**src/rtl/fpg8_cu_pkg.sv**
```systemverilog
// Shared definitions for the FPG8 control unit: opcodes, state encoding,
// timeout limit and the internal strobe bundle.
package fpg8_cu_pkg;

  localparam logic [3:0] OP_ADD  = 4'd0;
  localparam logic [3:0] OP_SUB  = 4'd1;
  localparam logic [3:0] OP_AND  = 4'd2;
  localparam logic [3:0] OP_OR   = 4'd3;
  localparam logic [3:0] OP_LD   = 4'd4;
  localparam logic [3:0] OP_ST   = 4'd5;
  localparam logic [3:0] OP_BR   = 4'd6;
  localparam logic [3:0] OP_HALT = 4'd7;

  localparam int unsigned CU_TIMEOUT_LIMIT = 15;
  localparam int unsigned CU_CNT_W         = 4;

  typedef enum logic [4:0] {
    StFetch0 = 5'd0,
    StFetch1 = 5'd1,
    StFetch2 = 5'd2,
    StDecode = 5'd3,
    StExa0   = 5'd4,
    StExa1   = 5'd5,
    StExa2   = 5'd6,
    StLd0    = 5'd7,
    StLd1    = 5'd8,
    StLd2    = 5'd9,
    StSt0    = 5'd10,
    StSt1    = 5'd11,
    StSt2    = 5'd12,
    StBr0    = 5'd13,
    StHalt   = 5'd14,
    StFault  = 5'd15
  } cu_state_e;

  typedef struct packed {
    logic pc_out;
    logic pc_in;
    logic pc_inc;
    logic mar_in;
    logic mdr_in;
    logic mdr_out;
    logic ir_in;
    logic ir_offset_out;
    logic rf_rs1_out;
    logic rf_rs2_out;
    logic rf_rd_in;
    logic a_in;
    logic z_in;
    logic z_out;
    logic mem_rd;
    logic mem_wr;
    logic [1:0] alu_op;
    logic halted;
    logic fault;
  } cu_ctrl_t;

  // States that stall on mem_ready and are subject to the timeout.
  function automatic logic is_wait_state(cu_state_e st);
    return (st == StFetch1) || (st == StLd1) || (st == StSt2);
  endfunction

endpackage

```
**src/rtl/cu_wait_timer.sv**
```systemverilog
// Memory wait counter: counts not-ready cycles while in a wait state and
// clears whenever the FSM is outside one (i.e. on every fresh entry).
module cu_wait_timer
  import fpg8_cu_pkg::*;
(
  input  logic clk_i,
  input  logic reset_i,
  input  logic wait_i,
  input  logic ready_i,
  output logic expired_o
);

  localparam logic [CU_CNT_W-1:0] Limit = CU_CNT_W'(CU_TIMEOUT_LIMIT);

  logic [CU_CNT_W-1:0] count_q, count_d;

  // Next count: clear outside wait states, saturate at the limit.
  always_comb begin
    count_d = count_q;
    if (!wait_i) begin
      count_d = '0;
    end else if (!ready_i && (count_q != Limit)) begin
      count_d = count_q + CU_CNT_W'(1);
    end
  end

  // Count register with synchronous reset.
  always_ff @(posedge clk_i) begin
    if (reset_i) begin
      count_q <= '0;
    end else begin
      count_q <= count_d;
    end
  end

  assign expired_o = wait_i && (count_q == Limit);

endmodule

```
**src/rtl/control_unit.sv**
```systemverilog
// FPG8 hardwired Moore control unit. Define CU_MEM_TIMEOUT_EN to add the
// memory wait timeout and the sticky FAULT state; otherwise waits are unbounded.
module control_unit
  import fpg8_cu_pkg::*;
(
  input  logic       clk,
  input  logic       reset,
  input  logic [3:0] opcode,
  input  logic       S,
  input  logic       z_flag,
  input  logic       mem_ready,
  output logic       PC_out,
  output logic       PC_in,
  output logic       PC_inc,
  output logic       MAR_in,
  output logic       MDR_in,
  output logic       MDR_out,
  output logic       IR_in,
  output logic       IR_offset_out,
  output logic       RF_rs1_out,
  output logic       RF_rs2_out,
  output logic       RF_rd_in,
  output logic       A_in,
  output logic       Z_in,
  output logic       Z_out,
  output logic       mem_rd,
  output logic       mem_wr,
  output logic [1:0] ALU_op,
  output logic       halted,
  output logic       fault,
  output logic [4:0] state_out
);

  cu_state_e state_q, state_d;
  // ALU function captured in DECODE so later opcode changes are ignored.
  logic [1:0] alu_op_q, alu_op_d;
  cu_ctrl_t   ctrl, ctrl_out;
  logic       timeout;

`ifdef CU_MEM_TIMEOUT_EN
  logic tmo_expired;

  cu_wait_timer u_wait_timer (
    .clk_i     (clk),
    .reset_i   (reset),
    .wait_i    (is_wait_state(state_q)),
    .ready_i   (mem_ready),
    .expired_o (tmo_expired)
  );

  assign timeout = tmo_expired;
`else
  assign timeout = 1'b0;
`endif

  // Next-state and Moore output decode; ready always beats timeout.
  always_comb begin
    state_d  = state_q;
    alu_op_d = alu_op_q;
    ctrl     = '0;
    unique case (state_q)
      StFetch0: begin
        ctrl.pc_out = 1'b1;
        ctrl.mar_in = 1'b1;
        state_d     = StFetch1;
      end
      StFetch1: begin
        ctrl.mem_rd = 1'b1;
        ctrl.mdr_in = mem_ready;
        if (mem_ready)    state_d = StFetch2;
        else if (timeout) state_d = StFault;
      end
      StFetch2: begin
        ctrl.mdr_out = 1'b1;
        ctrl.ir_in   = 1'b1;
        ctrl.pc_inc  = 1'b1;
        state_d      = StDecode;
      end
      StDecode: begin
        alu_op_d = opcode[1:0];
        if (opcode[3]) begin
          state_d = StFetch0;
        end else begin
          unique case (opcode[2:0])
            3'd0, 3'd1, 3'd2, 3'd3: state_d = StExa0;
            3'd4:    state_d = StLd0;
            3'd5:    state_d = StSt0;
            3'd6:    state_d = (!S || z_flag) ? StBr0 : StFetch0;
            default: state_d = StHalt;
          endcase
        end
      end
      StExa0: begin
        ctrl.rf_rs1_out = 1'b1;
        ctrl.a_in       = 1'b1;
        state_d         = StExa1;
      end
      StExa1: begin
        ctrl.rf_rs2_out = 1'b1;
        ctrl.z_in       = 1'b1;
        ctrl.alu_op     = alu_op_q;
        state_d         = StExa2;
      end
      StExa2: begin
        ctrl.z_out    = 1'b1;
        ctrl.rf_rd_in = 1'b1;
        state_d       = StFetch0;
      end
      StLd0: begin
        ctrl.rf_rs1_out = 1'b1;
        ctrl.mar_in     = 1'b1;
        state_d         = StLd1;
      end
      StLd1: begin
        ctrl.mem_rd = 1'b1;
        ctrl.mdr_in = mem_ready;
        if (mem_ready)    state_d = StLd2;
        else if (timeout) state_d = StFault;
      end
      StLd2: begin
        ctrl.mdr_out  = 1'b1;
        ctrl.rf_rd_in = 1'b1;
        state_d       = StFetch0;
      end
      StSt0: begin
        ctrl.rf_rs1_out = 1'b1;
        ctrl.mar_in     = 1'b1;
        state_d         = StSt1;
      end
      StSt1: begin
        ctrl.rf_rs2_out = 1'b1;
        ctrl.mdr_in     = 1'b1;
        state_d         = StSt2;
      end
      StSt2: begin
        ctrl.mem_wr = 1'b1;
        if (mem_ready)    state_d = StFetch0;
        else if (timeout) state_d = StFault;
      end
      StBr0: begin
        ctrl.ir_offset_out = 1'b1;
        ctrl.pc_in         = 1'b1;
        state_d            = StFetch0;
      end
      StHalt: begin
        ctrl.halted = 1'b1;
      end
      StFault: begin
`ifdef CU_MEM_TIMEOUT_EN
        ctrl.fault = 1'b1;
`else
        state_d = StFetch0;
`endif
      end
      default: state_d = StFetch0;
    endcase
  end

  // State and captured ALU function, synchronous reset to FETCH0.
  always_ff @(posedge clk) begin
    if (reset) begin
      state_q  <= StFetch0;
      alu_op_q <= '0;
    end else begin
      state_q  <= state_d;
      alu_op_q <= alu_op_d;
    end
  end

  // Outputs are forced quiet for the whole reset cycle.
  assign ctrl_out = reset ? '0 : ctrl;

  assign PC_out        = ctrl_out.pc_out;
  assign PC_in         = ctrl_out.pc_in;
  assign PC_inc        = ctrl_out.pc_inc;
  assign MAR_in        = ctrl_out.mar_in;
  assign MDR_in        = ctrl_out.mdr_in;
  assign MDR_out       = ctrl_out.mdr_out;
  assign IR_in         = ctrl_out.ir_in;
  assign IR_offset_out = ctrl_out.ir_offset_out;
  assign RF_rs1_out    = ctrl_out.rf_rs1_out;
  assign RF_rs2_out    = ctrl_out.rf_rs2_out;
  assign RF_rd_in      = ctrl_out.rf_rd_in;
  assign A_in          = ctrl_out.a_in;
  assign Z_in          = ctrl_out.z_in;
  assign Z_out         = ctrl_out.z_out;
  assign mem_rd        = ctrl_out.mem_rd;
  assign mem_wr        = ctrl_out.mem_wr;
  assign ALU_op        = ctrl_out.alu_op;
  assign halted        = ctrl_out.halted;
  assign fault         = ctrl_out.fault;
  assign state_out     = state_q;

endmodule

```
**config.mk**
```make
export PLATFORM = sky130hd
export DESIGN_NAME = control_unit
export DESIGN_NICKNAME = d
export VERILOG_FILES = /design/src/rtl/fpg8_cu_pkg.sv /design/src/rtl/cu_wait_timer.sv /design/src/rtl/control_unit.sv
export SDC_FILE = /design/constraint.sdc
export NUM_CORES = 1
export LEC_CHECK = 0
export ABC_AREA = 1
export BUFFER_PORTS_ARGS = -buffer_cell sky130_fd_sc_hd__buf_2
export CORE_AREA = 3 3 42 44
export CTS_CLUSTER_DIAMETER = 200
export DETAILED_ROUTE_END_ITERATION = 7
export DIE_AREA = 0 0 45 47
export PLACE_DENSITY = 0.79
export SLEW_MARGIN = 10
export SYNTH_ARGS = -nofsm -noshare
export SYNTH_HDL_FRONTEND = slang
export SYNTH_SLANG_ARGS = --single-unit
```
**constraint.sdc**
```tcl
create_clock -name clk -period 3.5 [get_ports clk]
set_input_delay 0.7 -clock clk [delete_from_list [all_inputs] [get_ports clk]]
set_output_delay 0.7 -clock clk [all_outputs]
set_load 0.02 [all_outputs]
```
==> flow_summary.toml <==
[status]
status = "complete, no violations"

[drt]
drt-met1-wl_um = 708
wl_met2_um = 753
post-route-drc-count = 0
vias = 788
wirelength_um = 1560
route.detailed.wl_per_inst_um = 9.36
viasPerCell = 4.72
met3_length_um = 69
firstDrtPassIters = 3
antenna_left = 0
highest_layer = "met4"
drt-initial-drc-count = 13

[placement]
place_area_um2 = 797
hpwlAfterDp_um = 1310
io_buffer_count = 31
place_congestion = 0.895

[floorplan]
core_area_mm2 = 0.00147
io_pins = 34
die_w_um = 45
dieArea_mm2 = 0.00212
row_count = 14
start_util_pct = 45.2
die-height_um = 47

[global_routing]
grt_max_degree = 21
gr-total-overflow = 0
grt_pass1_vias = 654
grt_pass1_wl_um = 2480
groute.usage.overall_pct = 16.0
antenna_found_initial = 0

[synthesis]
avgSynthCellArea_um2 = 5.40
yosysUniqueCellTypes = 24
synth_enable_flop_cells = 0
ys_warn_count = 0
syn_area_um2 = 664
synth_area_leaders = "nand2_1 25%, dfxtp_1 18%, inv_1 12%"
ys_seq_area_share_pct = 18.1
synth-async-reset-ratio_pct = 0
ys_seq_elements = 6
synthCells = 123
synth_ff_type = "dfxtp_1"
synth_common_cells = "44 x nand2_1, 21 x inv_1, 13 x nor2_1, 7 x a21oi_1, 6 x dfxtp_1"
synth_most_common_cell = "nand2_1"
yosysTopAreaCell = "nand2_1"
yosysTopAreaCellShare_pct = 24.9

[clock_tree]
tritoncts = "built"
cts_max_path_buffers = 2
cts_root_buf = "clkbuf_4"
cts-htree-levels = 1
cts_resized = 0
postCtsSetupBuffers = 0
clk_pin_slew_ns = 0.04
clkSinkCount = 6
insertion_delay_ns = 0.25
cts.hold.buffers_added = 0
cts_made_buffers = 3

[sta]
hold_viol = 0
rsz0062_at_grt = "false"
tns_ns = 0
fin_crit_sh_pct = 64.8
max_freq_mhz = 441
slew_violations = 0
setup-violations-final = 0
finalCriticalPeriod_ns = 2.27
clock-skew-final_ns = 0.00339

[final_layout]
insertedDiodeCount = 0
fin_area_um2 = 820
area_growth_pct = 23.4
fill_cells = 168
drive_gt1_share_pct = 29.8
num-nets-final = 162

[critical_path]
worstSetupPathType = "reg -> out"
critical_path_required_ns = 2.80
cp-end-kind = "primary output"
arrival_ns = 1.57
cp_slowest_cell = "dfxtp_1"
path_max_fanout = 6
critPathMaxStageDelay_ns = 0.42
crit_path_cell_trace = "inv_1 -> nor2_2 -> inv_2 -> nor2_1 -> inv_1 -> nor3_1 -> buf_2"
crit_top_cell = "inv_1"
cp-start-kind = "register"

[power_and_ir_drop]
ir_drop_v = 0.000209
p_leak_nw = 0.488
power_density_mw_per_mm2 = 440

[worst_hold_path]
hp-class = "reg -> reg"

[job]
drv_cap = 0
## final timing paths
kind / startpoint / to / slack, ns / cells after the start
worst max-delay path: state_out[0] / ALU_op[0] / 1.23 / 7
worst min register to register: alu_op_q[0] / alu_op_q[0] / 0.46 / 2
worst max register to register: state_out[1] / state_out[0] / 2.20 / 7
worst min-delay path: alu_op_q[0] / alu_op_q[0] / 0.46 / 2
## state kept, by name, indices dropped and copies added, names as in the netlist
signal,cells
state_out,4
alu_op_q,2
## layout by cell type, fill, tap and decap left out
cell / instances
nand3_2: 1
inv_1: 21
nand3_1: 3
o21a_1: 1
nor3_1: 2
inv_2: 1
dfxtp_1: 6
a21oi_2: 3
nand2_4: 1
clkbuf_4: 3
conb_1: 2
nor2_4: 2
o21ai_0: 2
o2111ai_1: 1
o22ai_1: 1
clkinv_2: 1
nor2_1: 13
o21ai_1: 1
nand2_1: 44
nor2_2: 2
a31oi_1: 2
a21oi_1: 7
buf_2: 31
## power breakdown
| group | internal (mW) | total (mW) | switching, mW |
|---|---|---|---|
| Clock | 0.0388 | 0.0638 | 0.0251 |
| Sequential | 0.0803 | 0.0976 | 0.0173 |
| Combinational | 0.0639 | 0.199 | 0.135 |
## cell type report
cell class / count / area, µm² / area share, %
multi-input cells: 88 / 414 / 50.5
repair buffers: 31 / 155 / 18.9
flip-flops and latches: 6 / 120 / 14.7
inverters: 23 / 87.6 / 10.7
clock buffers: 3 / 22.5 / 2.75
well taps: 16 / 20.0 / 2.44
## cells by family (layout without fill, tap and decap cells)
logic type	Yosys count	in the layout	share of synthesized area [%]
flops	6	6	18.1
simple gates	68	68	44.4
buf+inv	30	57	20.1
other cells	1	2	0.564
compound gates	18	18	16.8
## worst max-delay path, delay by kind of cell (launching register included)
kind / cells / cell delay (ns)
flops: 1 / 0.42
buf+inv: 4 / 0.46
simple gates: 3 / 0.45
## through the flow
stage	util (%)	power, mW	worst slack (ns)	cells	hold slack, ns
after global placement	54.2	0.294	1.34	164	0.451
after detailed placement	54.2	0.297	1.32	164	0.459
final	55.7	0.360	1.23	167	0.464
after floorplan	-	0.249	1.17	124	0.430
after CTS	55.7	0.362	1.23	167	0.468
after global routing	55.7	0.389	1.11	167	0.485
## layer usage
metal	up-vias	global-route usage, %
li1	429	-
met1	333	19.3
met2	23	27.4
met3	3	2.30
met4	0	8.77
met5	-	0
(Power assumes the default switching activity.)
